--- src/rtl/r_decode_realign.sv ---
// r_decode_realign: strips the per-packet header from the first beat, latches
// its metadata field, and shifts the payload down by SHIFT_BYTES across beat
// boundaries. A trailing flush beat carries the bytes left over when the last
// input beat still has payload above the shift point.
// Optional statistics counters are built when R_DECODE_STATS_EN is defined.

module r_decode_realign #(
  parameter int unsigned DATA_WIDTH  = 16,
  parameter int unsigned SHIFT_BYTES = 3,
  parameter int unsigned META_LSB    = 4,
  parameter int unsigned META_W      = 20
) (
  input  logic                         clk,
  input  logic                         reset_n,
  input  logic [DATA_WIDTH*8-1:0]      r_decode,
  input  logic [DATA_WIDTH-1:0]        r_decode_keep,
  input  logic                         r_decode_last,
  input  logic                         r_decode_valid,
  output logic                         r_decode_ready,
  output logic [DATA_WIDTH*8+META_W:0] r,
  output logic [DATA_WIDTH-1:0]        r_keep,
  output logic                         r_runt,
  output logic                         r_valid,
`ifdef R_DECODE_STATS_EN
  output logic [31:0]                  stat_pkt_cnt,
  output logic [15:0]                  stat_runt_cnt,
`endif
  input  logic                         r_ready
);

  localparam int unsigned DW = DATA_WIDTH * 8;
  localparam int unsigned SW = SHIFT_BYTES * 8;
  // Residue: the part of a beat above the shift point, carried into the next output.
  localparam int unsigned RB = DATA_WIDTH - SHIFT_BYTES;
  localparam int unsigned RW = RB * 8;

  typedef enum logic [1:0] {
    StHdr   = 2'd0,
    StBody  = 2'd1,
    StFlush = 2'd2
  } state_e;

  state_e              state_q;
  logic [RW-1:0]       residue_q;
  logic [RB-1:0]       rk_q;
  logic [META_W-1:0]   meta_q;

  logic                out_valid_q;
  logic                out_last_q;
  logic [META_W-1:0]   out_meta_q;
  logic [DW-1:0]       out_data_q;
  logic [DATA_WIDTH-1:0] out_keep_q;
  logic                out_runt_q;

  logic                slot_free;
  logic                in_xfer;
  logic                out_xfer;
  logic [META_W-1:0]   beat_meta;
  logic [RW-1:0]       beat_res;
  logic [RB-1:0]       beat_rk;

  assign slot_free      = ~out_valid_q | r_ready;
  assign r_decode_ready = reset_n & (state_q != StFlush) & slot_free;
  assign in_xfer        = r_decode_valid & r_decode_ready;
  assign out_xfer       = out_valid_q & r_ready;

  assign beat_meta = r_decode[META_LSB +: META_W];
  assign beat_res  = r_decode[DW-1:SW];
  assign beat_rk   = r_decode_keep[DATA_WIDTH-1:SHIFT_BYTES];

  assign r       = {out_last_q, out_meta_q, out_data_q};
  assign r_keep  = out_keep_q;
  assign r_runt  = out_runt_q;
  assign r_valid = out_valid_q;

  // Decode FSM with the registered output stage; a new beat is loaded only when the slot is free.
  always_ff @(posedge clk or negedge reset_n) begin
    if (!reset_n) begin
      state_q     <= StHdr;
      residue_q   <= '0;
      rk_q        <= '0;
      meta_q      <= '0;
      out_valid_q <= 1'b0;
      out_last_q  <= 1'b0;
      out_meta_q  <= '0;
      out_data_q  <= '0;
      out_keep_q  <= '0;
      out_runt_q  <= 1'b0;
    end else begin
      // Consumed beat leaves the slot empty unless something below refills it.
      if (out_xfer) begin
        out_valid_q <= 1'b0;
      end
      if (in_xfer) begin
        residue_q <= beat_res;
        rk_q      <= beat_rk;
      end
      case (state_q)
        StHdr: begin
          if (in_xfer) begin
            meta_q <= beat_meta;
            if (r_decode_last) begin
              // Header-only packet: whatever sits above the header is the whole payload.
              out_valid_q <= 1'b1;
              out_last_q  <= 1'b1;
              out_meta_q  <= beat_meta;
              out_data_q  <= {{SW{1'b0}}, beat_res};
              out_keep_q  <= {{SHIFT_BYTES{1'b0}}, beat_rk};
              out_runt_q  <= ~|beat_rk;
            end else begin
              state_q <= StBody;
            end
          end
        end
        StBody: begin
          if (in_xfer) begin
            out_valid_q <= 1'b1;
            out_meta_q  <= meta_q;
            out_data_q  <= {r_decode[SW-1:0], residue_q};
            out_keep_q  <= {r_decode_keep[SHIFT_BYTES-1:0], rk_q};
            out_runt_q  <= 1'b0;
            if (!r_decode_last) begin
              out_last_q <= 1'b0;
            end else if (~|beat_rk) begin
              out_last_q <= 1'b1;
              state_q    <= StHdr;
            end else begin
              // Bytes remain above the shift point; they go out in a flush beat.
              out_last_q <= 1'b0;
              state_q    <= StFlush;
            end
          end
        end
        StFlush: begin
          if (slot_free) begin
            out_valid_q <= 1'b1;
            out_last_q  <= 1'b1;
            out_meta_q  <= meta_q;
            out_data_q  <= {{SW{1'b0}}, residue_q};
            out_keep_q  <= {{SHIFT_BYTES{1'b0}}, rk_q};
            out_runt_q  <= 1'b0;
            state_q     <= StHdr;
          end
        end
        default: begin
          state_q   <= StHdr;
          residue_q <= '0;
          rk_q      <= '0;
        end
      endcase
    end
  end

`ifdef R_DECODE_STATS_EN
  logic [31:0] pkt_cnt_q;
  logic [15:0] runt_cnt_q;

  // Packet and runt counters, counted on output transfers; both wrap naturally.
  always_ff @(posedge clk or negedge reset_n) begin
    if (!reset_n) begin
      pkt_cnt_q  <= '0;
      runt_cnt_q <= '0;
    end else begin
      if (out_xfer && out_last_q) begin
        pkt_cnt_q <= pkt_cnt_q + 32'd1;
      end
      if (out_xfer && out_runt_q) begin
        runt_cnt_q <= runt_cnt_q + 16'd1;
      end
    end
  end

  assign stat_pkt_cnt  = pkt_cnt_q;
  assign stat_runt_cnt = runt_cnt_q;
`endif

endmodule
--- config.mk ---
export PLATFORM = sky130hd
export DESIGN_NAME = r_decode_realign
export DESIGN_NICKNAME = d
export VERILOG_FILES = /design/src/rtl/r_decode_realign.sv
export SDC_FILE = /design/constraint.sdc
export NUM_CORES = 1
export LEC_CHECK = 0
export ABC_AREA = 1
export CORE_AREA = 2 2 177 179
export CTS_CLUSTER_DIAMETER = 200
export CTS_CLUSTER_SIZE = 28
export DETAILED_ROUTE_END_ITERATION = 6
export DIE_AREA = 0 0 179 181
export GPL_TIMING_DRIVEN = 0
export PLACE_DENSITY = 0.75
export SLEW_MARGIN = 20
export SYNTH_ARGS = -nofsm -noshare
export SYNTH_HDL_FRONTEND = slang
export SYNTH_SLANG_ARGS = --single-unit
export TNS_END_PERCENT = 100
--- constraint.sdc ---
create_clock -name clk -period 1.7 [get_ports clk]
set_input_delay 0.34 -clock clk [delete_from_list [all_inputs] [get_ports clk]]
set_output_delay 0.34 -clock clk [all_outputs]
set_load 0.03 [all_outputs]
==> out/results.tsv <==
metric	value	unit
antenna_found_initial	6	
setup_ws	-358	ps
status	finished, violations left	
synth_top_area_share	56.6	%
path_delay_family	buffers and inverters	
period_minus_slack	2060	ps
grt_overflow	0	
startpoint_type	flip-flop	
place_congestion	0.868	
core_area	30300	sq um
die_y	181	um
path_clk_slew	120	ps
num_rows	64	
finalSetupViolCount	312	
synthCells	1632	
cp_slowest_cell	dfrtp_1	
path_common_cell	buf_16	
max_stage_delay	440	ps
ys_warn_count	0	
r2r_start	state_q[0]	
viasPerCell	5.69	
ant_nets	0	
yosys.cell_types.count	23	
seq_area_frac_synth	56.6	%
hpwl	30400	um
drc	0	
ir_drop	0.00105	V
rsz0062_at_grt	yes	
fin_hold_ws	-251	ps
vias	13996	
cts-root-buf	clkbuf_16	
critical_path.max_fanout	6	
hold_class	input pin to async pin	
cts.path.max_buffers	3	
drtIter0Drc	1147	
finalHoldViolCount	78	
dp_slack	-991	ps
worstPathArrival	2460	ps
synth_nets	1785	
dieArea	32400	sq um
slew_headroom	64.3	%
synth_top_area_cell	dfrtp_1	
cp_num_buf_inv	5	
grt.total_usage	28.7	%
finish.utilization	71.7	%
slew_violations	0	
routed_wirelength	51700	um
port_buffers	316	
cp.required	2100	ps
synthTopCellsByArea	dfrtp_1 (57%), nand2_1 (20%), o21ai_1 (6.1%)	
synth_seq_cells	306	
worstSetupStartpoint	state_q[0]	
async_flop_share	100	%
synthMostInstantiatedCell	nand2_1	
area_growth	60.8	%
avgSynthCellArea	8.29	sq um
drt_first_pass_iters	7	
skew	20.1	ps
cap_violations	0	
drive_gt1_share	31.1	%
register_area	7660	sq um
grt_pass1_vias	13558	
grt_pass1_wl	73300	um
dp.cells	2347	
wl_per_cell	21.0	um
worstPathCellList	inv_2, ha_4, inv_1, nand2_1, nand2_4, nand2_8, buf_12, buf_16, buf_16, nand2_2, o21ai_1	
final.period_utilization	121	%
power_density	2210	nW/um^2
endpoint_kind	flip-flop	
yosys-top-cells-count	nand2_1 (713), dfrtp_1 (306), o21ai_1 (166)	
worst_pin_slew	535	ps
ys.flop_type	dfrtp_1	
max_freq	486	MHz
multiInputGateArea	6890	sq um
htree_levels	1	
power	48.1	mW
grt_start_max_net_pins	100	
ios	317	
cts_tree	done	
synth-edff-count	0	
n_fill_cell	2094	
cts.sinks	306	
clk_latency	510	ps
violations	hold timing, setup timing	
layoutNonFillerInstCount	2459	
cts_buffers	14	
criticalPathCategory	flip-flop to flip-flop	
synth_area	13500	sq um
nets	2211	
p_leak	10.6	nW
die_x	179	um
initial_utilization	44.6	%
[final timing paths]
| path | to | slack [ps] | depth (start not counted) |
|---|---|---|---|
| max | out_data_q[124] | -360 | 11 |
| min | out_data_q[115] | -250 | 1 |
| max reg2reg | out_data_q[124] | -360 | 11 |
| min reg2reg | meta_q[8] | 490 | 2 |
| max in group asynchronous | residue_q[44] | 1060 | 2 |
| min in group clk | out_data_q[105] | 390 | 3 |
[layout by cell type, fill, tap and decap left out, types with 3 or more instances in the layout]
| cell | instances |
|---|---|
| clkbuf_4 | 6 |
| nand2_4 | 60 |
| nand3_1 | 50 |
| buf_4 | 26 |
| clkbuf_1 | 3 |
| clkbuf_2 | 19 |
| o21ai_0 | 94 |
| buf_2 | 9 |
| dfrtp_1 | 304 |
| ha_4 | 3 |
| nor2_1 | 11 |
| diode_2 | 5 |
| buf_8 | 45 |
| inv_2 | 3 |
| dlygate4sd2_1 | 150 |
| clkdlybuf4s50_1 | 147 |
| nand2_2 | 154 |
| clkbuf_16 | 35 |
| buf_12 | 28 |
| a31oi_2 | 3 |
| mux2i_1 | 18 |
| inv_1 | 8 |
| o21ai_2 | 89 |
| buf_6 | 35 |
| nand3_2 | 71 |
| nand2_1 | 501 |
| buf_16 | 26 |
| clkbuf_8 | 3 |
| o21ai_1 | 117 |
| clkdlybuf4s15_1 | 10 |
| nor2_4 | 4 |
[metrics by stage]
stage | area [sq um] | setup TNS (ps)
floorplan | 13500 | 0
global placement | 17200 | -7880170
detailed placement | 17300 | -247010
CTS | 19600 | -31480
global route | 21700 | -68130
finish | 21700 | -61960
[report_power, final]
part           total, mW  internal [mW]  switching [mW]
Combinational       31.2           13.4            17.8
Sequential          12.9           10.5            2.35
Clock               3.98           1.65            2.33
Total               48.1           25.6            22.5
[per-layer routing]
layer  up-vias  track usage [%]  wire length [um]
li1       6182                -                 -
met1      6915             38.6             20000
met5         -                0                16
met2       703             47.9             25400
met3       194             3.03              3510
met4         2             10.6              2820
[registers in the layout (all words and copies together), names as in the netlist]
name,cells
r_valid,1
rk_q,13
residue_q,104
state_q,2
out_meta_q,20
r_runt,1
meta_q,20
out_last_q,1
r_keep,16
out_data_q,128
[cell families (layout without fill, tap and decap cells)]
group / Yosys count / count (layout) / synth area share, %
multiplexers: 20 / 20 / 1.48
AO/OA/AOI/OAI: 309 / 309 / 11.5
adder cells (fa/ha/maj): 4 / 4 / 0.370
flip-flops: 306 / 306 / 56.6
buffers and inverters: 138 / 563 / 4.94
other: 0 / 5 / 0
AND/OR/NAND/NOR: 855 / 856 / 25.1
[worst register-to-register path: stages (launching register included)]
cell,delay [ps]
dfrtp_1,440
inv_2,90
ha_4,190
inv_1,210
nand2_1,170
nand2_4,130
nand2_8,110
buf_12,160
buf_16,150
buf_16,150
nand2_2,60
o21ai_1,70
[cell type report]
class | instances | area share [%]
multi-input combinational | 1189 | 31.7
clock buffer | 16 | 1.79
sequential | 306 | 35.2
buffer | 116 | 6.39
tap | 396 | 2.28
timing repair buffer | 414 | 22.2
timing repair inverter | 1 | 0.0345
inverter | 16 | 0.380
antenna | 5 | 0.0575
[timing repair]
action / 4_1_cts / 5_1_grt
buffers inserted: 29 / 18
endpoints found under the setup margin: 472 / 321
cloned: 28 / 24
endpoints found under the hold margin: 78 / 78
gates resized for setup: 586 / 499
pin swaps: 38 / 87
(Power assumes the default switching activity.)
